==> config.mk <==
export PLATFORM = sky130hd
export DESIGN_NAME = key_event_queue_flat
export DESIGN_NICKNAME = d
export VERILOG_FILES = /design/src/rtl/key_event_pkg.sv /design/src/rtl/key_event_queue_if.sv /design/src/rtl/key_event_fifo.sv /design/src/rtl/key_event_queue.sv /design/src/flat_wrapper.sv
export SDC_FILE = /design/constraint.sdc
export NUM_CORES = 1
export LEC_CHECK = 0
export BUFFER_PORTS_ARGS = -buffer_cell sky130_fd_sc_hd__buf_2
export CAP_MARGIN = 20
export CORE_UTILIZATION = 58
export DETAILED_ROUTE_END_ITERATION = 10
export PLACE_DENSITY_LB_ADDON = 0.1
export SETUP_SLACK_MARGIN = 0.02
export SLEW_MARGIN = 15
export SYNTH_ARGS = -nofsm -noshare
export SYNTH_HDL_FRONTEND = slang
export SYNTH_HIERARCHICAL = 1
export SYNTH_SLANG_ARGS = --single-unit
==> constraint.sdc <==
create_clock -name clk -period 3.38 [get_ports clk]
set_clock_uncertainty 0.05 [all_clocks]
set_input_delay 0.845 -clock clk [delete_from_list [all_inputs] [get_ports clk]]
set_output_delay 0.845 -clock clk [all_outputs]
set_load 0.005 [all_outputs]
==> src/rtl/key_event_pkg.sv <==
// Shared types and constants for the key event queue.
// Holds the packed event record, the direction-key ASCII codes and a helper
// that maps a code onto its bit in the {right,down,left,up} held mask.
package key_event_pkg;

  typedef struct packed {
    logic       brk;   // 1 = release, 0 = press
    logic       ext;   // E0-extended scan code
    logic [7:0] code;  // ASCII of the key
  } key_event_t;

  localparam logic [7:0] KEY_UP    = 8'h77;  // 'w'
  localparam logic [7:0] KEY_LEFT  = 8'h61;  // 'a'
  localparam logic [7:0] KEY_DOWN  = 8'h73;  // 's'
  localparam logic [7:0] KEY_RIGHT = 8'h64;  // 'd'

  // One-hot position in the {right,down,left,up} mask, zero for other keys.
  function automatic logic [3:0] dir_mask(input logic [7:0] code);
    case (code)
      KEY_UP:    dir_mask = 4'b0001;
      KEY_LEFT:  dir_mask = 4'b0010;
      KEY_DOWN:  dir_mask = 4'b0100;
      KEY_RIGHT: dir_mask = 4'b1000;
      default:   dir_mask = 4'b0000;
    endcase
  endfunction

endpackage

==> src/rtl/key_event_queue_if.sv <==
// Event-drain handshake between the key event queue and its consumer.
// Ports: ev_valid/ev_code/ev_break/ev_ext driven by the queue (master),
//        ev_ready driven by the consumer (slave); transfer when valid && ready.
interface key_event_queue_if;

  logic       ev_valid;
  logic       ev_ready;
  logic [7:0] ev_code;
  logic       ev_break;
  logic       ev_ext;

  modport master (
    output ev_valid, ev_code, ev_break, ev_ext,
    input  ev_ready
  );

  modport slave (
    input  ev_valid, ev_code, ev_break, ev_ext,
    output ev_ready
  );

endinterface

==> src/rtl/key_event_fifo.sv <==
// Purpose: first-word-fall-through synchronous FIFO of key_event_t.
// Latency: a push is visible on head_o right after its clock edge.
// Backpressure: push while full is ignored unless a pop frees the slot in the same cycle.
// Ports: clk/rst (sync, active high), push_i/push_dat_i, pop_i, head_o,
//        full_o, empty_o, count_o (0..DEPTH).
module key_event_fifo
  import key_event_pkg::*;
#(
  parameter  int DEPTH = 8,
  localparam int PTR_W = $clog2(DEPTH),
  localparam int CNT_W = PTR_W + 1
) (
  input  logic             clk,
  input  logic             rst,
  input  logic             push_i,
  input  key_event_t       push_dat_i,
  input  logic             pop_i,
  output key_event_t       head_o,
  output logic             full_o,
  output logic             empty_o,
  output logic [CNT_W-1:0] count_o
);

  key_event_t             mem_q [DEPTH];
  key_event_t             last_q, last_d;
  logic [PTR_W-1:0]       wr_ptr_q, wr_ptr_d;
  logic [PTR_W-1:0]       rd_ptr_q, rd_ptr_d;
  logic [CNT_W-1:0]       cnt_q, cnt_d;
  logic                   do_push;
  logic                   do_pop;

  always_comb begin
    empty_o  = (cnt_q == '0);
    full_o   = (cnt_q == CNT_W'(DEPTH));
    do_pop   = pop_i && !empty_o;
    // A simultaneous pop frees the slot, so a full FIFO can still accept.
    do_push  = push_i && (!full_o || do_pop);
    wr_ptr_d = do_push ? wr_ptr_q + PTR_W'(1) : wr_ptr_q;
    rd_ptr_d = do_pop  ? rd_ptr_q + PTR_W'(1) : rd_ptr_q;
    last_d   = do_pop  ? mem_q[rd_ptr_q] : last_q;
    cnt_d    = cnt_q;
    if (do_push && !do_pop) cnt_d = cnt_q + CNT_W'(1);
    if (!do_push && do_pop) cnt_d = cnt_q - CNT_W'(1);
  end

  always_ff @(posedge clk) begin
    if (rst) begin
      wr_ptr_q <= '0;
      rd_ptr_q <= '0;
      cnt_q    <= '0;
      last_q   <= '0;
      for (int i = 0; i < DEPTH; i++) mem_q[i] <= '0;
    end else begin
      wr_ptr_q <= wr_ptr_d;
      rd_ptr_q <= rd_ptr_d;
      cnt_q    <= cnt_d;
      last_q   <= last_d;
      if (do_push) mem_q[wr_ptr_q] <= push_dat_i;
    end
  end

  // When empty, keep presenting the most recently popped entry.
  assign head_o  = empty_o ? last_q : mem_q[rd_ptr_q];
  assign count_o = cnt_q;

endmodule

==> src/rtl/key_event_queue.sv <==
// Purpose: turns keyboard decoder levels into make/break events queued for a consumer.
// Latency: an event detected at a clock edge is on ev_if from that edge (1 clk).
// Backpressure: ev_ready gates pops; a push into a full queue without a pop is dropped and sets overflow.
// Ports: clk/rst (sync, active high); kb_key_state/kb_key_ascii/kb_long_code from the decoder;
//        ev_if (master) event handshake; ev_count occupancy; overflow sticky drop flag;
//        held {right,down,left,up} mask, live only when KEY_HELD_MASK_EN is defined.
module key_event_queue
  import key_event_pkg::*;
#(
  parameter  int DEPTH = 8,
  localparam int CNT_W = $clog2(DEPTH) + 1
) (
  input  logic              clk,
  input  logic              rst,
  input  logic              kb_key_state,
  input  logic [7:0]        kb_key_ascii,
  input  logic              kb_long_code,
  key_event_queue_if.master ev_if,
  output logic [CNT_W-1:0]  ev_count,
  output logic              overflow,
  output logic [3:0]        held
);

  logic       prev_state_q, prev_state_d;
  logic [7:0] prev_ascii_q, prev_ascii_d;
  logic       prev_ext_q, prev_ext_d;
  logic       overflow_q, overflow_d;
  logic       make_det;
  logic       brk_det;
  logic       push;
  logic       pop;
  key_event_t push_dat;
  key_event_t head;
  logic       fifo_full;
  logic       fifo_empty;

  always_comb begin
    // A new ASCII while still held is a fresh press; no implicit release is queued.
    make_det     = kb_key_state && (!prev_state_q || (kb_key_ascii != prev_ascii_q));
    brk_det      = !kb_key_state && prev_state_q;
    push         = make_det || brk_det;
    // A release reports the key that was held, not what the decoder shows now.
    push_dat     = brk_det ? '{brk: 1'b1, ext: prev_ext_q,   code: prev_ascii_q}
                           : '{brk: 1'b0, ext: kb_long_code, code: kb_key_ascii};
    pop          = !fifo_empty && ev_if.ev_ready;
    prev_state_d = kb_key_state;
    prev_ascii_d = kb_key_ascii;
    prev_ext_d   = kb_long_code;
    overflow_d   = overflow_q || (push && fifo_full && !pop);
  end

  always_ff @(posedge clk) begin
    if (rst) begin
      prev_state_q <= 1'b0;
      prev_ascii_q <= '0;
      prev_ext_q   <= 1'b0;
      overflow_q   <= 1'b0;
    end else begin
      prev_state_q <= prev_state_d;
      prev_ascii_q <= prev_ascii_d;
      prev_ext_q   <= prev_ext_d;
      overflow_q   <= overflow_d;
    end
  end

  key_event_fifo #(
    .DEPTH (DEPTH)
  ) u_fifo (
    .clk        (clk),
    .rst        (rst),
    .push_i     (push),
    .push_dat_i (push_dat),
    .pop_i      (pop),
    .head_o     (head),
    .full_o     (fifo_full),
    .empty_o    (fifo_empty),
    .count_o    (ev_count)
  );

  assign ev_if.ev_valid = !fifo_empty;
  assign ev_if.ev_code  = head.code;
  assign ev_if.ev_break = head.brk;
  assign ev_if.ev_ext   = head.ext;
  assign overflow       = overflow_q;

`ifdef KEY_HELD_MASK_EN
  logic [3:0] held_q, held_d;

  // Tracks detections directly, so a dropped FIFO entry still updates the mask.
  always_comb begin
    held_d = held_q;
    if (make_det) held_d = held_d | dir_mask(kb_key_ascii);
    if (brk_det)  held_d = held_d & ~dir_mask(prev_ascii_q);
  end

  always_ff @(posedge clk) begin
    if (rst) held_q <= 4'b0000;
    else     held_q <= held_d;
  end

  assign held = held_q;
`else
  assign held = 4'b0000;
`endif

endmodule

==> src/flat_wrapper.sv <==
// flat-port wrapper written by rule: the top's interface ports become plain ports
module key_event_queue_flat import key_event_pkg::*;
#(
  parameter  int DEPTH = 8,
  localparam int CNT_W = $clog2(DEPTH) + 1
)
  (clk, rst, kb_key_state, kb_key_ascii, kb_long_code, ev_count, overflow, held, ev_if_ev_valid, ev_if_ev_code, ev_if_ev_break, ev_if_ev_ext, ev_if_ev_ready);
  key_event_queue_if ev_if_i ();
  input  logic clk;
  input  logic rst;
  input  logic kb_key_state;
  input  logic [7:0] kb_key_ascii;
  input  logic kb_long_code;
  output logic [CNT_W-1:0] ev_count;
  output logic overflow;
  output logic [3:0] held;
  output wire logic [$bits(ev_if_i.ev_valid)-1:0] ev_if_ev_valid;
  output wire logic [$bits(ev_if_i.ev_code)-1:0] ev_if_ev_code;
  output wire logic [$bits(ev_if_i.ev_break)-1:0] ev_if_ev_break;
  output wire logic [$bits(ev_if_i.ev_ext)-1:0] ev_if_ev_ext;
  input wire logic [$bits(ev_if_i.ev_ready)-1:0] ev_if_ev_ready;
  assign ev_if_ev_valid = ev_if_i.ev_valid;
  assign ev_if_ev_code = ev_if_i.ev_code;
  assign ev_if_ev_break = ev_if_i.ev_break;
  assign ev_if_ev_ext = ev_if_i.ev_ext;
  assign ev_if_i.ev_ready = ev_if_ev_ready;
  key_event_queue #(.DEPTH(DEPTH)) u_core (.clk(clk), .rst(rst), .kb_key_state(kb_key_state), .kb_key_ascii(kb_key_ascii), .kb_long_code(kb_long_code), .ev_if(ev_if_i), .ev_count(ev_count), .overflow(overflow), .held(held));
endmodule
==> results of run 1 <==
-- cell families (layout without fill, tap and decap cells) --
logic type	Yosys count	in the layout	share of synthesized area, %
xor gates and xnor gates	15	15	2.49
buffers and inverters	37	89	4.56
DFF	114	114	58.5
AOI/OAI and AO/OA	42	42	5.82
and+or+nand+nor	172	172	14.4
adders and majority gates	5	5	1.33
other	1	4	0.0712
muxes	41	41	12.8
-- through the flow --
stage / hold WS [ns] / instance area [um^2] / utilization, %
finish: 0.427 / 6060 / 69.2
global route: 0.457 / 6060 / 69.2
CTS: 0.433 / 6060 / 69.1
detailed placement: 0.425 / 5500 / 62.7
global placement: 0.419 / 5500 / 62.7
floorplan: 0.404 / 5280 / -
-- where the power goes --
| part | leakage (uW) | internal [uW] | switching, uW |
|---|---|---|---|
| Clock | 0.000264 | 1040 | 610 |
| Combinational | 0.000849 | 501 | 649 |
| Sequential | 0.00111 | 1670 | 117 |
-- layout by cell type (no fill, tap or decap), types with 2 or more instances in the layout --
cell type / n
nor2_1: 113
edfxtp_1: 80
dfxtp_1: 34
buf_2: 28
nand2_1: 26
buf_4: 22
mux4_2: 20
clkbuf_16: 16
xnor2_1: 13
a21oi_1: 13
nor2b_1: 12
mux2i_1: 12
a211oi_1: 11
mux2_2: 8
o21bai_1: 8
inv_1: 7
clkinv_2: 4
clkinvlp_4: 4
nand3_1: 4
conb_1: 4
ha_1: 4
clkinv_4: 3
nor3_1: 3
nand2b_1: 3
bufinv_16: 2
clkinv_1: 2
nand3b_4: 2
xor2_1: 2
-- state kept, by name, indices dropped and copies added (netlist names), named ones only --
signal and count:
u_core/u_fifo/rd_ptr_q 3, u_core/u_fifo/wr_ptr_q 3, u_core/u_fifo/last_q 10, u_core/prev_ext_q 1, u_core/overflow 1, u_core/u_fifo/count_o 4
u_core/u_fifo/mem_q 80, u_core/prev_ascii_q 8, u_core/prev_state_q 1
-- routing by layer --
layer | up-vias | part of all wire [%]
met1 | 1689 | 43
met4 | 0 | 1.5
met5 | - | 0
met3 | 14 | 4.8
li1 | 1601 | -
met2 | 120 | 50
-- worst paths after layout --
path                             start                  endpoint  slack, ns
max                               flop          ev_if_ev_code[5]       0.17
min          u_core/u_fifo/rd_ptr_q[1]                      flop       0.43
max reg2reg   u_core/u_fifo/count_o[1]  u_core/u_fifo/count_o[3]       0.61
min reg2reg  u_core/u_fifo/rd_ptr_q[1]                      flop       0.43
-- final cells by class --
type                            instances  area [um^2]  share of cell area (%)
Tap cell                              108          135                    2.23
Sequential cell                       114         3080                    50.8
Clock buffer                           17          414                    6.83
Clock inverter                         15          144                    2.37
Timing Repair Buffer                   50          305                    5.04
Multi-Input combinational cell        279         1960                    32.3
Inverter                                7         26.3                   0.433
-- critical path, delay by kind of cell, from the launching register on --
kind,cells,cell delay (ns)
multiplexers,2,0.87
buffers and inverters,2,0.50
flip-flops,1,0.30
AO/OA/AOI/OAI,1,0.12
==> results.toml, run 1 <==
[global_routing]
use_met1_pct = 33.0
grt_pass1_vias = 3378
antenna_found_initial = 0
track_usage_pct = 25.0
grt_first_pass_wirelength_um = 17500
gr-usage-met2_pct = 40.5
grt_max_degree = 44
grt-busiest-layer = "met2"
overflow = 0
met3_usage_pct = 4.96

[setup_path]
cp_slowest_stage_delay_ns = 0.57
cp.arrival_ns = 2.32
rr_worst_depth = 12
critPathKind = "reg -> out"
cp.required_ns = 2.48
end_kind = "primary output"
worstPathMaxFanout = 20
cp_slowest_cell = "mux4_2"
cp-start-kind = "flop"
crit_chain = "buf_4, mux4_2, mux2i_1, a21oi_1, buf_2"

[routing]
drt_wl_total_um = 10800
wl_per_cell_um = 18.2
antenna_left = 0
drtIter0Drc = 192
drt_drc_violations_left = 0
num_vias = 3424
avgViaCountPerCell = 5.80
dr.pass1.iters = 5

[cts]
htree_num_levels = 4
path_clk_slew_ns = 0.05
clk_latency_ns = 0.52
cts_tree = "yes"
cts_made_buffers = 17
ctsResizeCount = 0
hold_buffers = 0
cts_setup_buffers = 0
cts-root-buf = "clkbuf_8"
clock_path_buffers = 2
clock-sinks = 114

[worst_hold_path]
min_delay_path_depth = 2
worstHoldPathType = "reg -> reg"

[power_and_ir_drop]
vdd_drop_max_uv = 405
finalPower_uw = 4580
p_leak_uw = 0.00223
power_density_mw_per_mm2 = 755

[yosys]
synth_most_common_cell = "nor2_1"
syn-cell-area_mm2 = 0.00527
yosys_most_used_dff = "edfxtp_1"
synth_cells = 427
synthArstFlopShare_pct = 0
ys_top_cells_by_area = "edfxtp_1, dfxtp_1, mux4_2, nor2_1, mux2i_1"
ys_types = 46
ys_seq_area_share_pct = 58.5
synth_area_per_cell_um2 = 12.3
yosys.area.top_type = "edfxtp_1"
ys_ff_latch = 114
ys_warn_count = 6
synth_edf_count = 80
synth_common_cells = "nor2_1, edfxtp_1, dfxtp_1"
yosysTopAreaCellShare_pct = 45.6

[final_layout]
num-nets-final = 487
drive_gt1_share_pct = 24.5
n_fill_cell = 626
synthToLayoutAreaGrowth_pct = 15.1
antenna_cells = 0
finalNonFillerCells = 590

[sta]
period_needed_ns = 3.21
fin_tns_setup_ns = 0
timing.final.crit_share_pct = 95.0
finalHoldViolations = 0
final-setup-viol-count = 0
timing.slew.headroom_pct = 36.1
max_slew.worst_pin.slew_ns = 0.957
setup_slack_ns = 0.170
rsz0062_at_grt = "false"
slew_viol_final = 0
fmax_ghz = 0.311

[floorplanning]
initial_core_util_pct = 60.1
io-pin-count = 33
die_width_um = 97.3
dieArea_mm2 = 0.00947
dieHeight_um = 97.3
core-area_mm2 = 0.00876
rows = 34

[place]
place_hpwl_um = 7230
io_buffers = 28
post-place-ws_ns = 0.195
place.gp.congestion = 0.834
placed_cells = 557

[job]
maxCapViolations = 0

[run_status]
outcome = "completed"
Power figures use the tool's default switching activity.
==> run 2: changes to the inputs <==
CORE_UTILIZATION = 55   (was 58)
PLACE_DENSITY = 0.73   (was unset)
PLACE_DENSITY_LB_ADDON = unset   (was 0.1)
clock period = 4.1 ns   (was 3.38 ns; I/O delays follow)
==> results.toml, run 2 (same netlist as run 1, synthesis figures left out) <==
[run_status]
outcome = "completed"

[sta]
slew_viol_final = 0
final-setup-viol-count = 0
period_needed_ns = 3.40
fin_tns_setup_ns = 0
rsz0062_at_grt = "false"
timing.slew.headroom_pct = 36.0
fmax_ghz = 0.294
max_slew.worst_pin.slew_ns = 0.958
setup_slack_ns = 0.701
timing.final.crit_share_pct = 82.9
finalHoldViolations = 0

[job]
maxCapViolations = 0

[setup_path]
end_kind = "primary output"
reg2reg_slack_ns = 0.87
critPathKind = "reg -> out"
r2r_start = "u_core/u_fifo/count_o[3]"
critPathBufInv = 2
cp_slowest_stage_delay_ns = 0.57
cp.required_ns = 3.02
crit_chain = "buf_4, mux4_2, mux2i_1, a21oi_1, buf_2"
cp_slowest_cell = "mux4_2"
r2r-end = "u_core/u_fifo/mem_q[7][0]"
cp-start-kind = "flop"
rr_worst_depth = 9
cp_top_family = "multiplexers"
cp.arrival_ns = 2.32
worstPathMaxFanout = 20

[place]
placed_area_mm2 = 0.00548
io_buffers = 28
post-place-ws_ns = 0.639
placed_cells = 572
place.gp.congestion = 0.800
place_hpwl_um = 7170

[power_and_ir_drop]
swShare_pct = 29.0
seqPwrFrac_pct = 38.2
switchingPower_uw = 1130
finalPower_uw = 3890
clkPwrFrac_pct = 38.8
power_density_mw_per_mm2 = 638
p_int_uw = 2760
combPwrFrac_pct = 23.0
p_leak_uw = 0.00222
vdd_drop_max_uv = 290

[floorplanning]
dieHeight_um = 99.9
initial_core_util_pct = 57.0
dieArea_mm2 = 0.00997
io-pin-count = 33
core-area_mm2 = 0.00924
die_width_um = 99.9
rows = 35

[cts]
cts_setup_buffers = 0
clock_path_buffers = 2
path_clk_slew_ns = 0.06
htree_num_levels = 4
ctsResizeCount = 0
cts-root-buf = "clkbuf_8"
clk_latency_ns = 0.51
cts_tree = "yes"
cts_made_buffers = 17
hold_buffers = 0
clock-sinks = 114

[routing]
wl_per_cell_um = 18.5
drt_wl_total_um = 11200
dr.pass1.iters = 6
drtIter0Drc = 343
drt_drc_violations_left = 0
num_vias = 3418
antenna_left = 0
avgViaCountPerCell = 5.66

[global_routing]
track_usage_pct = 24.5
grt_pass1_vias = 3314
antenna_found_initial = 0
grt_first_pass_wirelength_um = 17600
grt_max_degree = 44
overflow = 0

[worst_hold_path]
holdPathEnd = "u_core/overflow"
min_delay_path_depth = 2
worstHoldPathType = "reg -> reg"
hp-start = "u_core/overflow"

[final_layout]
num-nets-final = 480
final_area_mm2 = 0.00610
drive_gt1_share_pct = 23.6
top_register = "u_core/u_fifo/mem_q"
finalNonFillerCells = 604
synthToLayoutAreaGrowth_pct = 15.7
final_cell_mix = "nor2_1, edfxtp_1, dfxtp_1, buf_2, nand2_1"
antenna_cells = 0
largest_reg_flops = 80
top_regs = "u_core/u_fifo/mem_q x80, u_core/u_fifo/last_q x10, u_core/prev_ascii_q x8"
final_common_cell = "nor2_1"
[run 2: cell count changes in the layout (fill, tap and decap cells not counted), sizes merged]
cell      previous run  this run
buf                 50        43
bufinv               2         4
clkbuf              17        19
clkinv               9         7
clkinvlp             4         2
[run 2: power by group through the flow]
stage	Clock (uW)	Sequential, uW	Combinational, uW
finish	1510	1480	894
global route	1570	1500	1000
CTS	1520	1480	897
detailed placement	0	1500	889
global placement	0	1500	862
floorplan	0	1450	678
[run 2: worst min-delay path, stage by stage (launching register included)]
cell     delay, ns
dfxtp_1       0.31
inv_1         0.06
o22ai_2       0.07
[run 2: routing by layer]
metal	part of all wire, %	wire length [um]	global-route usage [%]
met2	48	5340	38.6
met4	1.2	138	8.82
met3	8.1	901	6.27
met5	0	0	0
met1	43	4820	33.0
[run 2: how the worst max path moves through the flow]
stage	slack, ns	cells past startpoint	to
detailed placement	0.64	9	u_core/u_fifo/mem_q[7][2]
CTS	0.67	5	ev_if_ev_code[2]
global placement	0.70	9	u_core/u_fifo/mem_q[7][5]
global route	0.55	5	ev_if_ev_code[2]
floorplan	1.15	12	u_core/u_fifo/count_o[3]
finish	0.70	5	ev_if_ev_code[7]
[run 2: cell type report]
class	count	area, um^2
Inverter	7	26.3
Fill cell	684	3140
Clock buffer	19	432
Timing Repair Buffer	43	253
Clock inverter	13	185
Multi-Input combinational cell	279	1960
Sequential cell	114	3080
Tap cell	129	161
[run 2: metrics by stage]
step                hold slack [ns]  util (%)
detailed placement            0.431      59.3
finish                        0.438      66.0
global route                  0.455      66.0
CTS                           0.441      66.0
floorplan                     0.404         -
global placement              0.418      59.3
==> run 3: changes to the inputs <==
PLACE_DENSITY = 0.76   (was 0.73)
clock period = 2.8 ns   (was 4.1 ns; I/O delays follow)
==> results.toml, run 3 (same netlist as run 1, synthesis figures left out) <==
[setup_path]
end_kind = "primary output"
cp.required_ns = 2.05
cp_slowest_stage_delay_ns = 0.54
crit_chain = "clkbuf_16, mux4_2, mux2i_4, a21oi_2, buf_2"
worstPathMaxFanout = 5
reg2reg_slack_ns = 0.33
cp.arrival_ns = 2.09
critPathKind = "reg -> out"
rr_worst_depth = 11
cp_top_family = "multiplexers"
critPathBufInv = 2
r2r-end = "u_core/u_fifo/count_o[3]"
cp_slowest_cell = "mux4_2"
cp-start-kind = "flop"
r2r_start = "u_core/u_fifo/count_o[3]"

[final_layout]
top_regs = "u_core/u_fifo/mem_q x80, u_core/u_fifo/last_q x10, u_core/prev_ascii_q x8"
num-nets-final = 505
final_common_cell = "nor2_1"
drive_gt1_share_pct = 29.4
final_cell_mix = "nor2_1, edfxtp_1, buf_4, dfxtp_1, buf_2"
synthToLayoutAreaGrowth_pct = 21.2
largest_reg_flops = 80
antenna_cells = 0
top_register = "u_core/u_fifo/mem_q"

[worst_hold_path]
min_delay_path_depth = 2
holdPathEnd = "u_core/prev_ext_q"
hp-start = "kb_long_code"
worstHoldPathType = "in -> reg"

[power_and_ir_drop]
vdd_drop_max_uv = 409
finalPower_uw = 5780
switchingPower_uw = 1780
p_int_uw = 4000
swShare_pct = 30.9
seqPwrFrac_pct = 37.3
clkPwrFrac_pct = 34.4
p_leak_uw = 0.00235
combPwrFrac_pct = 28.3
power_density_mw_per_mm2 = 905

[cts]
path_clk_slew_ns = 0.06
htree_num_levels = 4
clock-sinks = 114
hold_buffers = 0
cts-root-buf = "clkbuf_8"
cts_made_buffers = 17
clock_path_buffers = 2
clk_latency_ns = 0.52
cts_tree = "yes"

[routing]
antenna_left = 0
drt_wl_total_um = 12900
drtIter0Drc = 434
dr.pass1.iters = 5
num_vias = 3614
avgViaCountPerCell = 5.75
wl_per_cell_um = 20.5
drt_drc_violations_left = 0

[run_status]
outcome = "finished, violations left"
violations = "negative setup slack"

[global_routing]
antenna_found_initial = 0
track_usage_pct = 26.7
grt_pass1_vias = 3523
grt_first_pass_wirelength_um = 19100
overflow = 0
grt_max_degree = 24

[sta]
period_needed_ns = 2.84
max_slew.worst_pin.slew_ns = 0.584
timing.final.crit_share_pct = 101
slew_viol_final = 0
fmax_ghz = 0.352
fin_tns_setup_ns = -0.133
finalHoldViolations = 0
final-setup-viol-count = 6
timing.slew.headroom_pct = 61.0
setup_slack_ns = -0.0409
rsz0062_at_grt = "true"

[place]
io_buffers = 28
place_hpwl_um = 7430
place.gp.congestion = 0.776

[floorplanning]
die_width_um = 99.9
io-pin-count = 33
dieArea_mm2 = 0.00997
core-area_mm2 = 0.00924
initial_core_util_pct = 57.0
dieHeight_um = 99.9
rows = 35

[job]
maxCapViolations = 0
-- run 3: layout make-up --
cell class / count / area (um^2)
clock buffer: 18 / 418
clock inverter: 14 / 121
fill: 606 / 2860
inverter: 7 / 26.3
multi-input combinational: 279 / 2040
sequential: 114 / 3090
tap: 129 / 161
timing repair buffer: 68 / 520
-- run 3: power groups by stage --
stage	combinational, uW	sequential (uW)	clock (uW)
finish	1640	2150	1990
detailed placement	1450	2160	0
floorplan	993	2120	0
global route	1800	2180	2070
global placement	1410	2140	0
CTS	1530	2140	1980
-- run 3: what timing repair did --
item | CTS | global route
gates resized for setup | 14 | 9
pin swaps | 1 | 7
cloned | 1 | 2
setup endpoints to repair | 10 | 10
endpoints found under the hold margin | 0 | 0
buffers inserted | 2 | 2
-- run 3: per-layer routing --
| layer | vias to the layer above | routed length [um] | global-route usage [%] |
|---|---|---|---|
| met5 | - | 0 | 0 |
| met4 | 0 | 407 | 13.2 |
| met3 | 40 | 987 | 5.57 |
| met2 | 176 | 6380 | 43.0 |
| met1 | 1767 | 5140 | 34.7 |
| li1 | 1631 | - | - |
-- run 3: how the worst max path moves through the flow --
stage                                     endpoint  slack [ns]                startpoint  cells past startpoint
after CTS                         ev_if_ev_code[0]       -0.03                      flop                      5
after floorplan           u_core/u_fifo/count_o[3]        0.04  u_core/u_fifo/count_o[3]                     13
final                             ev_if_ev_code[0]       -0.04                      flop                      5
after global placement    u_core/u_fifo/count_o[3]        0.05           kb_key_ascii[3]                     12
after global routing              ev_if_ev_code[0]       -0.11                      flop                      5
after detailed placement  u_core/u_fifo/count_o[3]       -0.08           kb_key_ascii[2]                     12
-- run 3: through the flow --
step	utilization (%)	setup slack (ns)	hold slack, ns	cells	cell area, um^2
floorplan	-	0.0376	0.404	430	5280
global placement	61.0	0.0520	0.414	590	5640
detailed placement	61.0	-0.0793	0.425	590	5640
CTS	67.9	-0.0317	0.346	625	6270
global route	69.1	-0.112	0.366	629	6380
finish	69.1	-0.0409	0.365	629	6380
